===== src/rtl/axi_line_master_pkg.sv =====
// Shared types and constants for the cache-line AXI4 master and its beat counter.
package axi_line_master_pkg;

    localparam int LINE_BEATS = 4;
    localparam int LINE_BITS  = 128;
    localparam int AXI_ID_W   = 4;

    localparam logic [1:0] AXI_BURST_INCR = 2'b01;
    localparam logic [2:0] AXI_SIZE_4B    = 3'b010;
    localparam logic [1:0] AXI_RESP_OKAY  = 2'b00;

    typedef enum logic [2:0] {
        ST_IDLE,
        ST_RD_ADDR,
        ST_RD_DATA,
        ST_WR_XFER,
        ST_WR_RESP,
        ST_DONE
    } line_state_e;

    function automatic logic resp_bad(input logic [1:0] resp);
        return resp != AXI_RESP_OKAY;
    endfunction

endpackage


===== src/rtl/axi_line_master_beat_counter.sv =====
// Beat index within one line burst; shared by the R and W channels.
module axi_beat_counter
    import axi_line_master_pkg::*;
#(
    parameter int BEATS = LINE_BEATS,
    localparam int CNT_W = (BEATS > 1) ? $clog2(BEATS) : 1
) (
    input  logic             clk,
    input  logic             rst_n,
    input  logic             clear,
    input  logic             inc,
    output logic [CNT_W-1:0] count,
    output logic             last
);

    assign last = (count == CNT_W'(BEATS - 1));

    always_ff @(posedge clk or negedge rst_n) begin
        if (!rst_n) begin
            count <= '0;
        end else if (clear) begin
            count <= '0;
        end else if (inc) begin
            count <= last ? '0 : count + 1'b1;
        end
    end

endmodule


===== src/rtl/axi_line_master.sv =====
// Turns one cache-line read refill or writeback into a four-beat AXI4 INCR burst
// and reports completion with a single-cycle done pulse.
module axi_line_master
    import axi_line_master_pkg::*;
#(
    parameter int ADDR_W = 32,
    parameter int BEATS  = LINE_BEATS,
    parameter int BEAT_W = LINE_BITS / LINE_BEATS,
    localparam int LINE_W = BEAT_W * BEATS,
    localparam int CNT_W  = (BEATS > 1) ? $clog2(BEATS) : 1
) (
    input  logic                clk,
    input  logic                rst_n,

    input  logic                req_valid_i,
    input  logic                req_rw_i,
    input  logic [ADDR_W-1:0]   req_addr_i,
    input  logic [LINE_W-1:0]   req_data_i,
    output logic [LINE_W-1:0]   rd_data_o,
    output logic                rd_over_o,
    output logic                wr_over_o,
    output logic                err_o,
    output logic                busy_o,

    output logic [AXI_ID_W-1:0] m_axi_arid,
    output logic [ADDR_W-1:0]   m_axi_araddr,
    output logic [7:0]          m_axi_arlen,
    output logic [2:0]          m_axi_arsize,
    output logic [1:0]          m_axi_arburst,
    output logic                m_axi_arvalid,
    input  logic                m_axi_arready,

    input  logic [BEAT_W-1:0]   m_axi_rdata,
    input  logic [1:0]          m_axi_rresp,
    input  logic                m_axi_rlast,
    input  logic                m_axi_rvalid,
    output logic                m_axi_rready,

    output logic [AXI_ID_W-1:0] m_axi_awid,
    output logic [ADDR_W-1:0]   m_axi_awaddr,
    output logic [7:0]          m_axi_awlen,
    output logic [2:0]          m_axi_awsize,
    output logic [1:0]          m_axi_awburst,
    output logic                m_axi_awvalid,
    input  logic                m_axi_awready,

    output logic [BEAT_W-1:0]   m_axi_wdata,
    output logic [BEAT_W/8-1:0] m_axi_wstrb,
    output logic                m_axi_wlast,
    output logic                m_axi_wvalid,
    input  logic                m_axi_wready,

    input  logic [1:0]          m_axi_bresp,
    input  logic                m_axi_bvalid,
    output logic                m_axi_bready
);

    line_state_e state_q, state_d;

    logic [ADDR_W-1:0] addr_q;
    logic [LINE_W-1:0] data_q;
    logic [LINE_W-1:0] rd_data_q;
    logic              rw_q;
    logic              err_q;
    logic              aw_done_q;
    logic              w_done_q;
    logic              accept;

    logic [CNT_W-1:0]  r_cnt;
    logic [CNT_W-1:0]  w_cnt;
    logic              r_last;
    logic              w_last;

    logic r_hs, aw_hs, w_hs, b_hs;

    assign m_axi_arid    = '0;
    assign m_axi_awid    = '0;
    assign m_axi_arsize  = AXI_SIZE_4B;
    assign m_axi_awsize  = AXI_SIZE_4B;
    assign m_axi_arburst = AXI_BURST_INCR;
    assign m_axi_awburst = AXI_BURST_INCR;
    assign m_axi_arlen   = 8'(BEATS - 1);
    assign m_axi_awlen   = 8'(BEATS - 1);
    assign m_axi_wstrb   = '1;

    assign m_axi_araddr  = addr_q;
    assign m_axi_awaddr  = addr_q;
    assign m_axi_wdata   = data_q[int'(w_cnt)*BEAT_W +: BEAT_W];
    assign m_axi_wlast   = w_last;
    assign rd_data_o     = rd_data_q;
    assign busy_o        = (state_q != ST_IDLE);

    assign r_hs  = m_axi_rvalid  & m_axi_rready;
    assign aw_hs = m_axi_awvalid & m_axi_awready;
    assign w_hs  = m_axi_wvalid  & m_axi_wready;
    assign b_hs  = m_axi_bvalid  & m_axi_bready;

    axi_beat_counter #(.BEATS(BEATS)) u_r_cnt (
        .clk   (clk),
        .rst_n (rst_n),
        .clear (accept),
        .inc   (r_hs),
        .count (r_cnt),
        .last  (r_last)
    );

    axi_beat_counter #(.BEATS(BEATS)) u_w_cnt (
        .clk   (clk),
        .rst_n (rst_n),
        .clear (accept),
        .inc   (w_hs),
        .count (w_cnt),
        .last  (w_last)
    );

    always_ff @(posedge clk or negedge rst_n) begin
        if (!rst_n) begin
            state_q <= ST_IDLE;
        end else begin
            state_q <= state_d;
        end
    end

    // Request capture; the low address bits are dropped so the burst is line aligned.
    always_ff @(posedge clk or negedge rst_n) begin
        if (!rst_n) begin
            addr_q <= '0;
            data_q <= '0;
            rw_q   <= 1'b0;
        end else if (accept) begin
            addr_q <= req_addr_i & ~(ADDR_W'(15));
            data_q <= req_data_i;
            rw_q   <= req_rw_i;
        end
    end

    // AW and the last W beat may complete in either order, so each is tracked separately.
    always_ff @(posedge clk or negedge rst_n) begin
        if (!rst_n) begin
            aw_done_q <= 1'b0;
            w_done_q  <= 1'b0;
        end else if (accept) begin
            aw_done_q <= 1'b0;
            w_done_q  <= 1'b0;
        end else begin
            if (aw_hs) begin
                aw_done_q <= 1'b1;
            end
            if (w_hs && w_last) begin
                w_done_q <= 1'b1;
            end
        end
    end

    // Sticky error: bad responses and rlast misplacement are reported with the done pulse.
    always_ff @(posedge clk or negedge rst_n) begin
        if (!rst_n) begin
            err_q <= 1'b0;
        end else if (accept || state_q == ST_DONE) begin
            err_q <= 1'b0;
        end else begin
            if (r_hs && (resp_bad(m_axi_rresp) || (m_axi_rlast != r_last))) begin
                err_q <= 1'b1;
            end
            if (b_hs && resp_bad(m_axi_bresp)) begin
                err_q <= 1'b1;
            end
        end
    end

    always_ff @(posedge clk or negedge rst_n) begin
        if (!rst_n) begin
            rd_data_q <= '0;
        end else if (r_hs) begin
            rd_data_q[int'(r_cnt)*BEAT_W +: BEAT_W] <= m_axi_rdata;
        end
    end

    // Every valid comes from registered state only, so no ready can loop back into a valid.
    always_comb begin
        state_d       = state_q;
        accept        = 1'b0;
        m_axi_arvalid = 1'b0;
        m_axi_rready  = 1'b0;
        m_axi_awvalid = 1'b0;
        m_axi_wvalid  = 1'b0;
        m_axi_bready  = 1'b0;
        rd_over_o     = 1'b0;
        wr_over_o     = 1'b0;
        err_o         = 1'b0;

        case (state_q)
            ST_IDLE: begin
                if (req_valid_i) begin
                    accept  = 1'b1;
                    state_d = req_rw_i ? ST_RD_ADDR : ST_WR_XFER;
                end
            end
            ST_RD_ADDR: begin
                m_axi_arvalid = 1'b1;
                if (m_axi_arready) begin
                    state_d = ST_RD_DATA;
                end
            end
            ST_RD_DATA: begin
                m_axi_rready = 1'b1;
                if (m_axi_rvalid && r_last) begin
                    state_d = ST_DONE;
                end
            end
            ST_WR_XFER: begin
                m_axi_awvalid = !aw_done_q;
                m_axi_wvalid  = !w_done_q;
                if ((aw_done_q || m_axi_awready) &&
                    (w_done_q || (m_axi_wready && w_last))) begin
                    state_d = ST_WR_RESP;
                end
            end
            ST_WR_RESP: begin
                m_axi_bready = 1'b1;
                if (m_axi_bvalid) begin
                    state_d = ST_DONE;
                end
            end
            ST_DONE: begin
                rd_over_o = rw_q;
                wr_over_o = !rw_q;
                err_o     = err_q;
                state_d   = ST_IDLE;
            end
            default: begin
                state_d = ST_IDLE;
            end
        endcase
    end

endmodule


===== config.mk =====
export PLATFORM = sky130hd
export DESIGN_NAME = axi_line_master
export DESIGN_NICKNAME = d
export VERILOG_FILES = /design/src/rtl/axi_line_master_pkg.sv /design/src/rtl/axi_line_master_beat_counter.sv /design/src/rtl/axi_line_master.sv
export SDC_FILE = /design/constraint.sdc
export NUM_CORES = 1
export LEC_CHECK = 0
export ABC_AREA = 1
export BUFFER_PORTS_ARGS = -buffer_cell sky130_fd_sc_hd__buf_4
export CAP_MARGIN = 20
export CORE_AREA = 2 2 183 185
export DETAILED_ROUTE_END_ITERATION = 12
export DIE_AREA = 0 0 185 187
export PLACE_DENSITY = 0.69
export SYNTH_ARGS = -nofsm -noshare
export SYNTH_HDL_FRONTEND = slang
export SYNTH_SLANG_ARGS = --single-unit

===== constraint.sdc =====
create_clock -name clk -period 2.3 [get_ports clk]
set_clock_uncertainty 0.15 [all_clocks]
set_input_delay 0.46 -clock clk [delete_from_list [all_inputs] [get_ports clk]]
set_output_delay 0.46 -clock clk [all_outputs]
set_load 0.01 [all_outputs]

==> flow_summary_export.csv <==
group,metric,value,unit
outcome,outcome,"finished, violations left",
outcome,violations,"negative setup slack",
routing,via_per_inst,4.89,
grt,grt_overflow_total,0,
floorplan,io-pin-count,478,
power_and_ir_drop,pwr-share-comb,0.435,
power_and_ir_drop,p_sw_frac,0.385,
clocking,cts_tree,"done",
timing,slew_viol_final,0,
routing,drc,0,
power_and_ir_drop,pwr_density_cell,1240,nW/um^2
synthesis,ys_top_cells_by_area,"dfrtp_1 (53%), nand2_1 (20%), buf_4 (4.5%)",
clocking,clk_pin_slew,0.06,ns
cells_and_area,fin_util,0.592,
floorplan,die_h,187,um
grt,antenna_found_initial,7,
timing,hold_viol_final,0,
clocking,cts_max_level,2,
setup_path,endpoint_kind,"output pin",
floorplan,die_w,185,um
setup_path,required,1.69,ns
setup_path,critPathLaunch,"u_w_cnt.count[0]$_DFFE_PN0P_",
cells_and_area,layout_common_cells,"nand2_1 (740), buf_4 (445), dfrtp_1 (291)",
synthesis,seq_area_frac_synth,0.534,
flow_run,cap_violations,0,
setup_path,r2r_end,"rd_data_o[20]$_DFFE_PN0P_",
routing,drtIter0Drc,716,
cells_and_area,fin_area,19400,um^2
setup_path,r2r_slack,0.33,ns
power_and_ir_drop,p_sw,9280,uW
setup_path,startpoint_type,"flop",
setup_path,regToRegStartpoint,"u_r_cnt.count[0]$_DFFE_PN0P_",
setup_path,r2r_cells,6,
synthesis,synth_top_area_cell,"dfrtp_1",
power_and_ir_drop,clockPowerShare,0.224,
synthesis,synth_cells,1657,
setup_path,path_class,"reg2out",
clocking,clk_latency,0.50,ns
grt,grt_usage,0.246,
timing,tns,-0.627,ns
setup_path,crit_chain,"buf_4 > clkbuf_16 > nor2_1 > o22ai_1 > buf_4",
floorplan,core_area,32900,um^2
routing,drt_first_pass_iters,5,
placed_design,gp_congestion,0.844,
power_and_ir_drop,leakage,0.0103,uW
synthesis,synth_top_area_share,0.534,
timing,finalCritPeriodShare,1.03,
floorplan,start_util,0.421,
cells_and_area,fill_cells,2907,
cells_and_area,area.growth.synth_to_final,40.6,%
timing,post-route-min-period,2.37,ns
timing,max_slew_margin,0.574,
setup_path,cpMaxStageDelayCell,"dfrtp_2",
floorplan,rows,67,
timing,worst_slew_pin_slew,0.638,ns
floorplan,design.die.area,34600,um^2
placed_design,dp_hpwl,30700,um
power_and_ir_drop,ir_drop,574,uV
setup_path,cp-endpoint,"m_axi_wdata[17]",
power_and_ir_drop,power_frac_seq,0.341,
clocking,clock-sinks,295,
clocking,clk_root_buffer_cell,"clkbuf_16",
setup_path,cpPeakStageDelay,0.50,ns
cells_and_area,drive_gt1_frac,0.304,
clocking,clk_path_buf_depth,3,
grt,grt_max_degree,79,
power_and_ir_drop,intPower,14800,uW
routing,routedWlPerCell,17.3,um
routing,vias,12696,
placed_design,placed_cell_area,17100,um^2
timing,setup_viol,24,
routing,postRouteAntennaNets,0,
setup_path,crit_fanout,16,
synthesis,synth_seq_cells,295,
synthesis,syn_avg_cell_area,8.34,um^2
timing,fmax,423,MHz
placed_design,numPortBuffers,427,
timing,hold_ws,0.00955,ns
setup_path,critPathArrivalTime,1.76,ns
routing,wl,44900,um
synthesis,yosysWarnings,0,
timing,fin_ws,-0.0654,ns
cells_and_area,final_common_cell,"nand2_1",
synthesis,ys_types,29,
cells_and_area,final_net_count,2333,
hold_path,hold_class,"in2reg",
grt,grt_pass1_vias,12453,
timing,grt_setup_unrepaired,"yes",
grt,grt_pass1_wl,67200,um
synthesis,netlist_area,13800,um^2
setup_path,path_common_cell,"buf_4",
clocking,cts-buffers-inserted,34,
## worst max-delay path: cells and delay by family, from the launching register on
| kind | cells | cell delay, ns |
|---|---|---|
| AO/OA/AOI/OAI | 1 | 0.17 |
| AND/OR/NAND/NOR | 1 | 0.06 |
| buffers and inverters | 3 | 0.51 |
| flip-flops | 1 | 0.50 |
## cell families after synthesis
group	after synthesis	share of synthesized area
other	2	0.000543
AND/OR/NAND/NOR	883	0.249
buffers and inverters	230	0.104
adder cells (fa/ha/maj)	7	0.00633
AO/OA/AOI/OAI	240	0.107
flip-flops	295	0.534
## layer usage
metal / GRT usage / wire length (um) / share of wire
met5: 0 / 13 / 0.00029
met1: 0.282 / 17100 / 0.38
met3: 0.0711 / 3750 / 0.084
met2: 0.426 / 22300 / 0.50
met4: 0.103 / 1750 / 0.039
## Yosys cell counts
library cell  number
o22ai_1           32
inv_1             52
dfrtp_1          295
inv_2              1
nor2_4             2
buf_6             30
nor3_1             2
buf_2             25
ha_1               7
nor2_1            84
o21ai_2           61
o21ai_1           35
nand3b_1           1
inv_6              1
nand2_1          740
clkbuf_1          34
a211oi_1           1
buf_1              3
clkinv_1           1
nand4_1            1
nor2_2             1
nor3_4             1
o21ai_0          107
a21oi_1            4
inv_4              1
nand3_1           47
buf_4             82
nand2_4            4
conb_1             2
## sequential cells by signal (all words and copies together) (netlist names)
| signal | cells |
|---|---|
| err_q | 1 |
| m_axi_araddr | 28 |
| rd_data_o | 128 |
| state_q | 3 |
| aw_done_q | 1 |
| rw_q | 1 |
| u_r_cnt.count | 2 |
| w_done_q | 1 |
| u_w_cnt.count | 2 |
| data_q | 128 |
## power groups by stage
stage | clock [uW] | combinational [uW] | sequential [uW]
2_1_floorplan | 0 | 5270 | 8260
3_3_place_gp | 0 | 9470 | 8110
3_5_place_dp | 0 | 9640 | 8180
4_1_cts | 5500 | 9960 | 8140
5_1_grt | 5740 | 11500 | 8440
6_report | 5410 | 10500 | 8220
## final cells by class
| type | instances | area, um^2 | share of cell area |
|---|---|---|---|
| flip-flops and latches | 295 | 7390 | 0.380 |
| well taps | 448 | 561 | 0.0288 |
| clock inverters | 12 | 120 | 0.00618 |
| clock buffers | 48 | 995 | 0.0512 |
| repair buffers | 557 | 4810 | 0.247 |
| diodes | 6 | 15.0 | 0.000772 |
| multi-input cells | 1176 | 5330 | 0.274 |
| inverters | 56 | 228 | 0.0117 |
## worst min path at each step
stage,startpoint,end,slack (ns),cells after the start
floorplan,rst_n,aw_done_q$_DFFE_PN0P_,0.01,0
global placement,rst_n,rd_data_o[83]$_DFFE_PN0P_,0.21,1
detailed placement,rst_n,rd_data_o[83]$_DFFE_PN0P_,0.22,1
CTS,req_data_i[18],data_q[18]$_DFFE_PN0P_,0.00005,3
global route,req_data_i[4],data_q[4]$_DFFE_PN0P_,0.001,3
finish,req_data_i[51],data_q[51]$_DFFE_PN0P_,0.01,3
## repair_timing
action	CTS	global route
endpoints found under the hold margin	106	1
hold buffers	70	1
buffers inserted	1	5
gates cloned	1	7
endpoints found under the setup margin	33	37
pin swaps	4	11
gates resized for setup	19	83
## per-stage QoR
stage | instances | setup slack (ns) | total power (uW)
global route | 2595 | -0.102 | 25700
detailed placement | 2447 | 0.322 | 17800
finish | 2598 | -0.0654 | 24100
floorplan | 1701 | 0.353 | 13500
global placement | 2447 | 0.355 | 17600
CTS | 2579 | -0.0687 | 23600
(Power assumes the default switching activity.)
